### src/rtl/stage_cmd_dispatch_if.sv
// Signal bundle between a command source / EKF core and stage_cmd_dispatch.
// master: the side offering commands and reporting core status.
// slave:  the dispatcher itself.
interface stage_cmd_dispatch_if #(
    parameter int unsigned CNT_W = 3
);
    logic               cmd_valid;
    logic               cmd_ready;
    logic [2:0]         cmd_stage;
    logic signed [31:0] cmd_op0;
    logic signed [31:0] cmd_op1;
    logic [2:0]         stage_val;
    logic               stage_rdy;
    logic signed [31:0] vlr;
    logic signed [31:0] alpha;
    logic signed [31:0] rk;
    logic signed [31:0] phi;
    logic               done_pulse;
    logic [2:0]         done_stage;
    logic               err_illegal;
    logic               err_tmo;
    logic               busy;
    logic [CNT_W-1:0]   fifo_cnt;

    modport master (
        output cmd_valid, cmd_stage, cmd_op0, cmd_op1, stage_rdy,
        input  cmd_ready, stage_val, vlr, alpha, rk, phi,
               done_pulse, done_stage, err_illegal, err_tmo, busy, fifo_cnt
    );

    modport slave (
        input  cmd_valid, cmd_stage, cmd_op0, cmd_op1, stage_rdy,
        output cmd_ready, stage_val, vlr, alpha, rk, phi,
               done_pulse, done_stage, err_illegal, err_tmo, busy, fifo_cnt
    );
endinterface

### src/rtl/stage_cmd_dispatch.sv
// Queues stage commands from the PS and sequences them one at a time to the
// EKF core: operands are loaded, the stage code is raised until the core has
// gone busy and finished (or a timeout expires), then a completion strobe.
module stage_cmd_dispatch #(
    parameter int unsigned      FIFO_DEPTH = 4,
    parameter int unsigned      TMO_W      = 16,
    parameter logic [TMO_W-1:0] TMO_CYC    = 16'd4095
) (
    input logic                 clk,
    input logic                 sys_rst,
    stage_cmd_dispatch_if.slave bus
);
    localparam int unsigned      PTR_W    = $clog2(FIFO_DEPTH);
    localparam int unsigned      CNT_W    = PTR_W + 1;
    localparam logic [CNT_W-1:0] FULL_CNT = CNT_W'(FIFO_DEPTH);

    typedef enum logic [2:0] {
        S_IDLE,
        S_SETUP,
        S_WAIT_ACK,
        S_WAIT_DONE,
        S_RELEASE
    } state_t;

    state_t           state;
    state_t           state_nxt;
    logic [66:0]      fifo_mem [FIFO_DEPTH];
    logic [PTR_W-1:0] wr_ptr;
    logic [PTR_W-1:0] rd_ptr;
    logic [CNT_W-1:0] cnt;
    logic             ready;
    logic             push;
    logic             pop;
    logic [2:0]       head_stage;
    logic [31:0]      head_op0;
    logic [31:0]      head_op1;
    logic             head_legal;
    logic [2:0]       code_q;
    logic [TMO_W-1:0] tmo_cnt;
    logic             tmo_hit;
    logic             abort_nxt;
    logic             abort_q;
    logic [2:0]       stage_val;
    logic [31:0]      vlr_q;
    logic [31:0]      alpha_q;
    logic [31:0]      rk_q;
    logic [31:0]      phi_q;
    logic [2:0]       done_stage_q;
    logic             err_illegal_q;

    // Handshake and head-of-queue decode; pop only from IDLE with a non-empty FIFO
    always_comb begin
        ready = (cnt != FULL_CNT);
        push  = bus.cmd_valid && ready;
        pop   = (state == S_IDLE) && (cnt != '0);
        {head_stage, head_op0, head_op1} = fifo_mem[rd_ptr];
        head_legal = (head_stage >= 3'd1) && (head_stage <= 3'd4);
    end

    // Command storage
    always_ff @(posedge clk) begin
        if (push) begin
            fifo_mem[wr_ptr] <= {bus.cmd_stage, bus.cmd_op0, bus.cmd_op1};
        end
    end

    // FIFO pointers and occupancy
    always_ff @(posedge clk or posedge sys_rst) begin
        if (sys_rst) begin
            wr_ptr <= '0;
            rd_ptr <= '0;
            cnt    <= '0;
        end else begin
            if (push) begin
                wr_ptr <= wr_ptr + 1'b1;
            end
            if (pop) begin
                rd_ptr <= rd_ptr + 1'b1;
            end
            case ({push, pop})
                2'b10:   cnt <= cnt + 1'b1;
                2'b01:   cnt <= cnt - 1'b1;
                default: cnt <= cnt;
            endcase
        end
    end

    // Next-state and stage request decode
    always_comb begin
        state_nxt = state;
        stage_val = '0;
        abort_nxt = 1'b0;
        tmo_hit   = (tmo_cnt == TMO_CYC - 1'b1);
        case (state)
            S_IDLE: begin
                if (pop && head_legal) begin
                    state_nxt = S_SETUP;
                end
            end
            S_SETUP: begin
                state_nxt = S_WAIT_ACK;
            end
            S_WAIT_ACK: begin
                stage_val = code_q;
                if (tmo_hit) begin
                    state_nxt = S_RELEASE;
                    abort_nxt = 1'b1;
                end else if (!bus.stage_rdy) begin
                    state_nxt = S_WAIT_DONE;
                end
            end
            S_WAIT_DONE: begin
                stage_val = code_q;
                // A finish seen on the last allowed cycle still counts as done
                if (bus.stage_rdy) begin
                    state_nxt = S_RELEASE;
                end else if (tmo_hit) begin
                    state_nxt = S_RELEASE;
                    abort_nxt = 1'b1;
                end
            end
            S_RELEASE: begin
                state_nxt = S_IDLE;
            end
            default: begin
                state_nxt = S_IDLE;
            end
        endcase
    end

    // State register, timeout counter and completion status
    always_ff @(posedge clk or posedge sys_rst) begin
        if (sys_rst) begin
            state        <= S_IDLE;
            tmo_cnt      <= '0;
            abort_q      <= 1'b0;
            done_stage_q <= '0;
        end else begin
            state <= state_nxt;
            if (state == S_SETUP) begin
                tmo_cnt <= '0;
            end else if ((state == S_WAIT_ACK) || (state == S_WAIT_DONE)) begin
                tmo_cnt <= tmo_cnt + 1'b1;
            end
            if (((state == S_WAIT_ACK) || (state == S_WAIT_DONE)) && (state_nxt == S_RELEASE)) begin
                abort_q      <= abort_nxt;
                done_stage_q <= code_q;
            end
        end
    end

    // Operand and code capture at the pop, illegal-code strobe
    always_ff @(posedge clk or posedge sys_rst) begin
        if (sys_rst) begin
            code_q        <= '0;
            vlr_q         <= '0;
            alpha_q       <= '0;
            rk_q          <= '0;
            phi_q         <= '0;
            err_illegal_q <= 1'b0;
        end else begin
            err_illegal_q <= pop && !head_legal;
            if (pop && head_legal) begin
                code_q <= head_stage;
                if (head_stage == 3'd1) begin
                    vlr_q   <= head_op0;
                    alpha_q <= head_op1;
                end else begin
                    rk_q    <= head_op0;
                    phi_q   <= head_op1;
                end
            end
        end
    end

    assign bus.cmd_ready   = ready;
    assign bus.stage_val   = stage_val;
    assign bus.vlr         = vlr_q;
    assign bus.alpha       = alpha_q;
    assign bus.rk          = rk_q;
    assign bus.phi         = phi_q;
    assign bus.done_pulse  = (state == S_RELEASE) && !abort_q;
    assign bus.err_tmo     = (state == S_RELEASE) && abort_q;
    assign bus.done_stage  = done_stage_q;
    assign bus.err_illegal = err_illegal_q;
    assign bus.busy        = (state != S_IDLE);
    assign bus.fifo_cnt    = cnt;
endmodule

### src/flat_wrapper.sv
// flat-port wrapper written by rule: the top's interface ports become plain ports
module stage_cmd_dispatch_flat 
#(
    parameter int unsigned      FIFO_DEPTH = 4,
    parameter int unsigned      TMO_W      = 16,
    parameter logic [TMO_W-1:0] TMO_CYC    = 16'd4095
)
  (clk, sys_rst, bus_cmd_valid, bus_cmd_stage, bus_cmd_op0, bus_cmd_op1, bus_stage_rdy, bus_cmd_ready, bus_stage_val, bus_vlr, bus_alpha, bus_rk, bus_phi, bus_done_pulse, bus_done_stage, bus_err_illegal, bus_err_tmo, bus_busy, bus_fifo_cnt);
  stage_cmd_dispatch_if #(.CNT_W(3)) bus_i ();
  input logic clk;
  input logic sys_rst;
  input wire logic [$bits(bus_i.cmd_valid)-1:0] bus_cmd_valid;
  input wire logic [$bits(bus_i.cmd_stage)-1:0] bus_cmd_stage;
  input wire logic [$bits(bus_i.cmd_op0)-1:0] bus_cmd_op0;
  input wire logic [$bits(bus_i.cmd_op1)-1:0] bus_cmd_op1;
  input wire logic [$bits(bus_i.stage_rdy)-1:0] bus_stage_rdy;
  output wire logic [$bits(bus_i.cmd_ready)-1:0] bus_cmd_ready;
  output wire logic [$bits(bus_i.stage_val)-1:0] bus_stage_val;
  output wire logic [$bits(bus_i.vlr)-1:0] bus_vlr;
  output wire logic [$bits(bus_i.alpha)-1:0] bus_alpha;
  output wire logic [$bits(bus_i.rk)-1:0] bus_rk;
  output wire logic [$bits(bus_i.phi)-1:0] bus_phi;
  output wire logic [$bits(bus_i.done_pulse)-1:0] bus_done_pulse;
  output wire logic [$bits(bus_i.done_stage)-1:0] bus_done_stage;
  output wire logic [$bits(bus_i.err_illegal)-1:0] bus_err_illegal;
  output wire logic [$bits(bus_i.err_tmo)-1:0] bus_err_tmo;
  output wire logic [$bits(bus_i.busy)-1:0] bus_busy;
  output wire logic [$bits(bus_i.fifo_cnt)-1:0] bus_fifo_cnt;
  assign bus_i.cmd_valid = bus_cmd_valid;
  assign bus_i.cmd_stage = bus_cmd_stage;
  assign bus_i.cmd_op0 = bus_cmd_op0;
  assign bus_i.cmd_op1 = bus_cmd_op1;
  assign bus_i.stage_rdy = bus_stage_rdy;
  assign bus_cmd_ready = bus_i.cmd_ready;
  assign bus_stage_val = bus_i.stage_val;
  assign bus_vlr = bus_i.vlr;
  assign bus_alpha = bus_i.alpha;
  assign bus_rk = bus_i.rk;
  assign bus_phi = bus_i.phi;
  assign bus_done_pulse = bus_i.done_pulse;
  assign bus_done_stage = bus_i.done_stage;
  assign bus_err_illegal = bus_i.err_illegal;
  assign bus_err_tmo = bus_i.err_tmo;
  assign bus_busy = bus_i.busy;
  assign bus_fifo_cnt = bus_i.fifo_cnt;
  stage_cmd_dispatch #(.FIFO_DEPTH(FIFO_DEPTH), .TMO_W(TMO_W), .TMO_CYC(TMO_CYC)) u_core (.clk(clk), .sys_rst(sys_rst), .bus(bus_i));
endmodule
### config.mk
export PLATFORM = sky130hd
export DESIGN_NAME = stage_cmd_dispatch_flat
export DESIGN_NICKNAME = d
export VERILOG_FILES = /design/src/rtl/stage_cmd_dispatch_if.sv /design/src/rtl/stage_cmd_dispatch.sv /design/src/flat_wrapper.sv
export SDC_FILE = /design/constraint.sdc
export NUM_CORES = 1
export LEC_CHECK = 0
export CAP_MARGIN = 20
export CORE_MARGIN = 2
export CORE_UTILIZATION = 45
export DETAILED_ROUTE_END_ITERATION = 10
export PLACE_DENSITY = 0.77
export SYNTH_ARGS = -nofsm -noshare
export SYNTH_HDL_FRONTEND = slang
export SYNTH_SLANG_ARGS = --single-unit
### constraint.sdc
create_clock -name clk -period 7.1 [get_ports clk]
set_input_delay 1.42 -clock clk [delete_from_list [all_inputs] [get_ports clk]]
set_output_delay 1.42 -clock clk [all_outputs]
set_load 0.02 [all_outputs]
Yosys cells after proc, flatten, opt, wreduce, memory -nomap -nowiden
Memory sizes are Yosys's and may differ from the RTL's.
Cells that the tools add are included.
{ "op_classes": {"add_sub_neg": 5, "mul": 0, "n_div": 0, "magnitude_cmp": 2, "eq_ne": 10, "shifts": 0, "mux": 15, "n_bitwise": 1, "reduce_logical": 19} }
{ "op_table": {"columns": ["op", "n"], "rows": [
  ["$mux 16", 2],
  ["$mux 3", 6],
  ["$add 16x1->16 const B", 1],
  ["$eq 16x12->1 const B", 1],
  ["$pmux 3 s4", 1],
  ["$logic_and 1x1->1", 8],
  ["$eq 3x1->1 const B", 2],
  ["$eq 3x2->1 const B", 2],
  ["$eq 3x3->1 const B", 2],
  ["$pmux 3 s2", 1],
  ["$reduce_bool 3->1", 2],
  ["$add 2x1->2 const B", 2],
  ["$mux 1", 4],
  ["$reduce_and 2->1", 2],
  ["$reduce_bool 2->1", 2],
  ["$add 3x1->3 const B", 1],
  ["$ge 3x1->1 const B", 1],
  ["$le 3x3->1 const B", 1],
  ["$logic_not 3->1", 1],
  ["$ne 3x3->1 const B", 1],
  ["$sub 3x1->3 const B", 1],
  ["$eq 2x1->1 const B", 1],
  ["$eq 2x2->1 const B", 1],
  ["$logic_not 1->1", 2],
  ["other kinds (4)", 4]
]} }
{ "word_totals": {"register_bits": 162, "latch_bits": 0, "ramBits": 268, "romBits": 0, "elab_cells": 66, "n_memories": 1} }
{ "memory_table": {"columns": ["name", "words", "word_bits", "rd", "rd_ports_with_merged_regs", "wr", "line", "rtl"], "rows": [
  ["u_core.fifo_mem", 4, 67, 1, 0, 1, "stage_cmd_dispatch.sv:27", "logic [66:0] fifo_mem [FIFO_DEPTH];"]
]} }

Longest topological paths before layout
Gate-level depths: netlist of the first run.
An unclocked memory read counts as a cell.
{ "logic_depth": {"word_depth": 8, "ltp_mapped": 10, "ltp_nobuf": 10} }

Worst setup path after synthesis of the first run
OpenSTA, ideal clock, no wires.
{ "synth_path": {"kind": "input port to flip-flop", "from": "input bus_cmd_valid", "to": "memory u_core.fifo_mem[0][0] (enable)", "t_arrival_ps": 3032, "required_time_ps": 6667, "setup_slack_ps": 3635, "stages": 1, "path_buffers": 0, "path_cell_list": "and3_1"} }
{ "synth_via": {"elab_chain_len": 3} }
{ "synth_lines": {"columns": ["item", "line", "rtl"], "rows": [
  ["start, declared", "flat_wrapper.sv:12", "input wire logic [$bits(bus_i.cmd_valid)-1:0] bus_cmd_valid;"],
  ["$logic_and 1x1->1", "stage_cmd_dispatch.sv:54", "push = bus.cmd_valid && ready;"],
  ["$mux 1", "stage_cmd_dispatch.sv:62", "if (push) begin"],
  ["$mux 1 (implied by the code)", "stage_cmd_dispatch.sv:63", "fifo_mem[wr_ptr] <= {bus.cmd_stage, bus.cmd_op0, bus.cmd_op1};"],
  ["end, declared", "stage_cmd_dispatch.sv:27", null]
]} }
Every way passes these cells.

Final worst setup path of the first run
{ "layout_path": {"from": "register u_core.rd_ptr[1]", "to": "register u_core.vlr_q[25], in the netlist u_core.bus.vlr[25]"} }
{ "layout_via": {"elab_chain_len": 5, "elab_cells_between_ends": 7, "classes_between": "order compare: 2; eq/ne: 1; reduce/logical: 3; memory: 1"} }
{ "layout_lines": {"columns": ["item", "line", "rtl"], "rows": [
  ["start, declared", "stage_cmd_dispatch.sv:29", "logic [PTR_W-1:0] rd_ptr;"],
  ["start signal, assigned", "stage_cmd_dispatch.sv:78", "rd_ptr <= rd_ptr + 1'b1;"],
  ["$mem_v2 4x67 *", null, null],
  ["$ge 3x1->1 or $le 3x3->1 (tied branches)", "stage_cmd_dispatch.sv:57", "head_legal = (head_stage >= 3'd1) && (head_stage <= 3'd4);"],
  ["$logic_and 1x1->1", "stage_cmd_dispatch.sv:57", null],
  ["$logic_and 1x1->1", "stage_cmd_dispatch.sv:163", "if (pop && head_legal) begin"],
  ["$reduce_and 2->1 (no line)", null, null],
  ["end signal, assigned", "stage_cmd_dispatch.sv:166", "vlr_q <= head_op0;"],
  ["end, declared", "stage_cmd_dispatch.sv:44", "logic [31:0] vlr_q;"]
]} }
Every way passes the cells marked *; elsewhere a longest branch is shown, timed or not.
A chain may end at the register's enable or synchronous reset.

==> reports/metrics.cfg, run 1 <==
[status]
run_status = finished, final reports clean

[power_and_ir_drop]
p_sw_uw = 3620
peakVddDrop_mv = 0.320
p_sw_share_pct = 34.6
p_seq_share_pct = 37.3
leakage_uw = 0.00790
power_per_cell_area_nw_per_um2 = 486
clockPowerShare_pct = 22.1
combPwrFrac_pct = 40.6
intPower_uw = 6850

[placement]
hpwl_microns = 22000
gp_congestion = 0.761
io_buffers = 212

[timing]
clock_skew_ns = 0.0112
holdWs_ns = 0.509
slew_headroom_pct = 27.9
fin_setup_tns_ns = 0
rsz0062_at_grt = no
worstMarginPinSlew_ns = 1.08
final_hold_viol_count = 0
period_minus_slack_ns = 3.99
period_share_pct = 56.2
setup_violations = 0
final-max-slew-violation-count = 0
max_freq_ghz = 0.251

[critical_path]
rrSetupSlack_ns = 3.11
cp_data_arrival_time_ns = 4.42
critPathKind = flop to flop
crit_path_max_fanout = 67
required_ns = 7.53
start_kind = flop
end_kind = flop

[route]
vias = 10000
wl_met1_microns = 16500
wl_met3_microns = 2310
drt-initial-drc-count = 795
via_per_inst = 5.59
dr_wl_met2_microns = 18600
drt_pass1_iterations = 5
wl_per_cell_microns = 21.3
wl_microns = 38300
ant_nets = 0
routed.top_layer = met5
drc_errors = 0

[floorplanning]
dieArea_sq_um = 40400
io_pins = 213
die_w_microns = 201
start_util_pct = 45.4
std_cell_rows = 72
core_sq_um = 38500
die_y_microns = 201

[run]
cap_violations = 0

[layout]
layout-drive-gt1-share_pct = 22.2
final_common_cell = edfxtp_1
syn2layout_area_growth_pct = 23.1
fillCellCount = 2968
final_cell_mix = 268 x edfxtp_1, 212 x clkdlybuf4s50_1, 160 x dfrtp_1, 76 x nor2_1, 76 x a21oi_1
nets = 1321

[global_routing]
grt_overflow = 0
grt_max_degree = 102
grtUsageTotal_pct = 18.8
grt_pass1_wl_microns = 59100
grt_antenna_before_repair = 7
grt_pass1_vias = 10300

[cts]
cts_buffers = 44
cts_sinks = 430
cts_root_buf = clkbuf_16
clkTransAtPathRegs_ns = 0.06
ctsResizeCount = 0
htree_levels = 2
cts-hold-fix-buffers = 0
worstSkewPairLatency_ns = 0.55
tritoncts = done
cts_buffer_depth = 3
post_cts_buffers = 0

[synthesis]
syn_inst = 1046
synth_seq_area_share_pct = 69.2
ys_async_sr_fraction_pct = 37.7
yosysWarnings = 0
avgSynthCellArea_sq_um = 16.7
synth_seq_cells = 430
synthesis.nets = 1125
synth.distinct_cells = 46
syn-cell-area_sq_um = 17500
synthFlopType = edfxtp_1
synth_edf_count = 268

[hold_path]
hold_class = flop to flop

## per-layer routing
layer  vias to the layer above  GRT usage [%]
li1                       4507              -
met1                      5148           25.4
met2                       318           30.4
met3                        72           3.96
met4                         4           6.80
met5                         -              0
## power groups by stage
stage          Combinational [uW]  Clock (uW)  Sequential [uW]
6_report                     4250        2310             3900
5_1_grt                      4550        2470             3980
4_1_cts                      4270        2360             3910
3_5_place_dp                 4260           0             3940
3_3_place_gp                 4150           0             3920
2_1_floorplan                2440           0             4240
## cells by family after synthesis
group                    after synthesis  share of synthesized area [%]
AND/OR/NAND/NOR                      201                           5.44
XOR/XNOR                              12                          0.601
AO/OA/AOI/OAI                        170                           7.42
adder cells (fa/ha/maj)                8                          0.616
multiplexers                         135                           14.3
flip-flops                           430                           69.2
buffers and inverters                 90                           2.38
## critical path: stages (launching register included)
cell	delay, ns
dfrtp_4	0.41
buf_4	0.80
mux4_4	0.82
or4_4	0.98
buf_4	0.45
mux2_4	0.37
## final timing paths
path,start,to,cells past startpoint
setup / recovery,u_core.rd_ptr[1]$_DFFE_PP0P_,u_core.bus.vlr[25]$_DFFE_PP0P_,5
hold / removal,u_core.bus.alpha[12]$_DFFE_PP0P_,u_core.bus.alpha[12]$_DFFE_PP0P_,1
setup reg to reg,u_core.rd_ptr[1]$_DFFE_PP0P_,u_core.bus.vlr[25]$_DFFE_PP0P_,5
hold reg to reg,u_core.bus.alpha[12]$_DFFE_PP0P_,u_core.bus.alpha[12]$_DFFE_PP0P_,1
max in group asynchronous,sys_rst,u_core.bus.rk[12]$_DFFE_PP0P_,3
min in group asynchronous,sys_rst,u_core.abort_q$_DFFE_PP0P_,2
## registers in the layout, summed over array words and instances, names as in the netlist, 3 cells and up
signal	cells
u_core.bus.vlr	32
u_core.code_q	3
u_core.fifo_mem	268
u_core.bus.alpha	32
u_core.bus.fifo_cnt	3
u_core.tmo_cnt	16
u_core.state	3
u_core.bus.done_stage	3
u_core.bus.phi	32
u_core.bus.rk	32
## Yosys cell counts (6+ instances only)
cell,number,area (sq um)
edfxtp_1,268,8050
dfrtp_1,162,4050
a21oi_1,76,380
nor2_1,76,285
mux4_2,67,1510
nor3_1,66,330
o221a_2,63,709
mux2_4,60,901
clkbuf_1,47,176
inv_1,19,71.3
nand2_1,17,63.8
buf_2,15,75.1
o21ai_0,11,55.1
buf_6,8,90.1
xnor2_1,8,70.1
and3_1,7,43.8
ha_1,7,87.6
mux2_2,7,78.8
nand3_1,7,35.0
o211ai_1,6,45.0
or3_1,6,37.5
or4_1,6,45.0
## stage by stage
step           setup slack (ns)  area [sq um]  utilization, %  instances  power [uW]
2_1_floorplan              1.30         17500               -       1046        6680
3_3_place_gp               3.13         20000            52.0       1712        8070
3_5_place_dp               3.09         20000            52.0       1712        8200
4_1_cts                    3.08         21500            55.8       1794       10500
5_1_grt                    2.97         21500            55.9       1798       11000
6_report                   3.11         21500            55.9       1799       10500
## final cells by class
cell class	count	area (sq um)	area share, %
Antenna cell	3	7.51	0.0349
Clock buffer	58	1180	5.51
Clock inverter	24	264	1.23
Inverter	19	76.3	0.355
Multi-Input combinational cell	526	5000	23.2
Sequential cell	430	12100	56.3
Tap cell	518	648	3.01
Timing Repair Buffer	221	2220	10.3
No activity file was read; power rests on OpenSTA's default activity.
==> run 2: changes to the inputs <==
Settings changed: PLACE_DENSITY 0.77 to 0.79.
Clock period 7.1 ns to 3.6 ns, I/O delays scaled along.
==> reports/metrics.cfg, run 2 (same netlist as run 1, synthesis figures left out) <==
[power_and_ir_drop]
finalPower_uw = 20900
leakage_uw = 0.00801
peakVddDrop_mv = 0.803
power_per_cell_area_nw_per_um2 = 963

[layout]
layout-drive-gt1-share_pct = 23.1
nets = 1335
largest_reg_flops = 268
final_common_cell = edfxtp_1
syn2layout_area_growth_pct = 24.4
final_cell_mix = 268 x edfxtp_1, 212 x clkdlybuf4s50_1, 160 x dfrtp_1, 76 x nor2_1, 76 x a21oi_1
top_register = u_core.fifo_mem

[cts]
tritoncts = done
cts_buffers = 45
post_cts_buffers = 0
cts-hold-fix-buffers = 0
clkTransAtPathRegs_ns = 0.06
cts_buffer_depth = 3
cts_root_buf = clkbuf_16
cts_sinks = 430
htree_levels = 2
worstSkewPairLatency_ns = 0.57
ctsResizeCount = 0

[timing]
worstMarginPinSlew_ns = 1.00
final-max-slew-violation-count = 0
max_freq_ghz = 0.336
slew_headroom_pct = 33.3
clock_skew_ns = 0.0157
setup_violations = 0
rsz0062_at_grt = no
period_share_pct = 82.7
period_minus_slack_ns = 2.98
fin_setup_tns_ns = 0
final_hold_viol_count = 0

[critical_path]
crit_path_max_fanout = 43
end_kind = flop
start_kind = flop
required_ns = 4.05
cp_data_arrival_time_ns = 3.42
critPathKind = flop to flop
worstReg2RegStart = u_core.rd_ptr[1]$_DFFE_PP0P_
cp-startpoint = u_core.rd_ptr[1]$_DFFE_PP0P_

[route]
vias = 10200
drt-initial-drc-count = 588
wl_per_cell_microns = 21.8
drc_errors = 0
drt_pass1_iterations = 5
via_per_inst = 5.61
wl_microns = 39600
ant_nets = 0

[floorplanning]
core_sq_um = 38500
die_y_microns = 201
die_w_microns = 201
dieArea_sq_um = 40400
std_cell_rows = 72
start_util_pct = 45.4
io_pins = 213

[status]
run_status = finished, final reports clean

[global_routing]
grt_overflow = 0
grt_pass1_vias = 10800
grt_antenna_before_repair = 5
grtUsageTotal_pct = 19.9
grt_pass1_wl_microns = 62100
grt_max_degree = 92

[run]
cap_violations = 0

[placement]
hpwl_microns = 24200
gp_congestion = 0.769
io_buffers = 212

[hold_path]
hold_class = input pin to asynchronous set/reset pin

==> run 2: per-stage QoR <==
stage	hold slack [ns]	worst slack, ns	cells	cell area (sq um)	utilization [%]
2_1_floorplan	0.476	0.648	1046	17500	-
3_3_place_gp	0.488	0.656	1727	20200	52.5
3_5_place_dp	0.492	0.622	1727	20200	52.5
4_1_cts	0.437	0.613	1811	21700	56.5
5_1_grt	0.470	0.481	1814	21700	56.5
6_report	0.469	0.624	1815	21700	56.5
==> run 2: final cells by class <==
cell class | count | area, sq um
fillers | 2985 | 16700
clock inverters | 19 | 239
multi-input cells | 526 | 4990
diodes | 4 | 10.0
flip-flops and latches | 430 | 12100
clock buffers | 65 | 1280
well taps | 518 | 648
repair buffers | 234 | 2370
inverters | 19 | 75.1
==> run 2: final timing paths <==
check | cells after the start | slack [ns] | end
worst max-delay path | 6 | 0.62 | u_core.bus.rk[24]$_DFFE_PP0P_
worst min-delay path | 2 | 0.47 | u_core.bus.alpha[3]$_DFFE_PP0P_
worst max register to register | 6 | 0.62 | u_core.bus.rk[24]$_DFFE_PP0P_
worst min register to register | 1 | 0.50 | u_core.bus.alpha[29]$_DFFE_PP0P_
max in group asynchronous | 3 | 2.44 | u_core.rd_ptr[1]$_DFFE_PP0P_
min in group clk | 1 | 0.50 | u_core.bus.alpha[29]$_DFFE_PP0P_
==> run 2: per-layer routing <==
layer  GRT usage (%)  routed length, microns  up-vias  part of all wire, %
met4            8.47                    1290        2                  3.3
li1                -                       -     4530                    -
met3            4.45                    2560       74                  6.5
met5               0                      13        -                0.033
met2            33.2                   19600      333                   49
met1            25.2                   16100     5240                   41
==> run 2: where the power goes <==
| group | internal [uW] | switching [uW] | total [uW] |
|---|---|---|---|
| clock | 2860 | 1890 | 4740 |
| combinational | 4090 | 4510 | 8600 |
| sequential | 6780 | 820 | 7600 |
| total | 13700 | 7220 | 20900 |
==> run 2: worst max-delay path, cell delays in order, from the launching register on <==
cell and delay (ns):
dfrtp_4 0.61, mux4_4 0.35, buf_4 0.39, inv_1 0.15, or4_2 0.70, buf_4 0.31
o221a_2 0.32
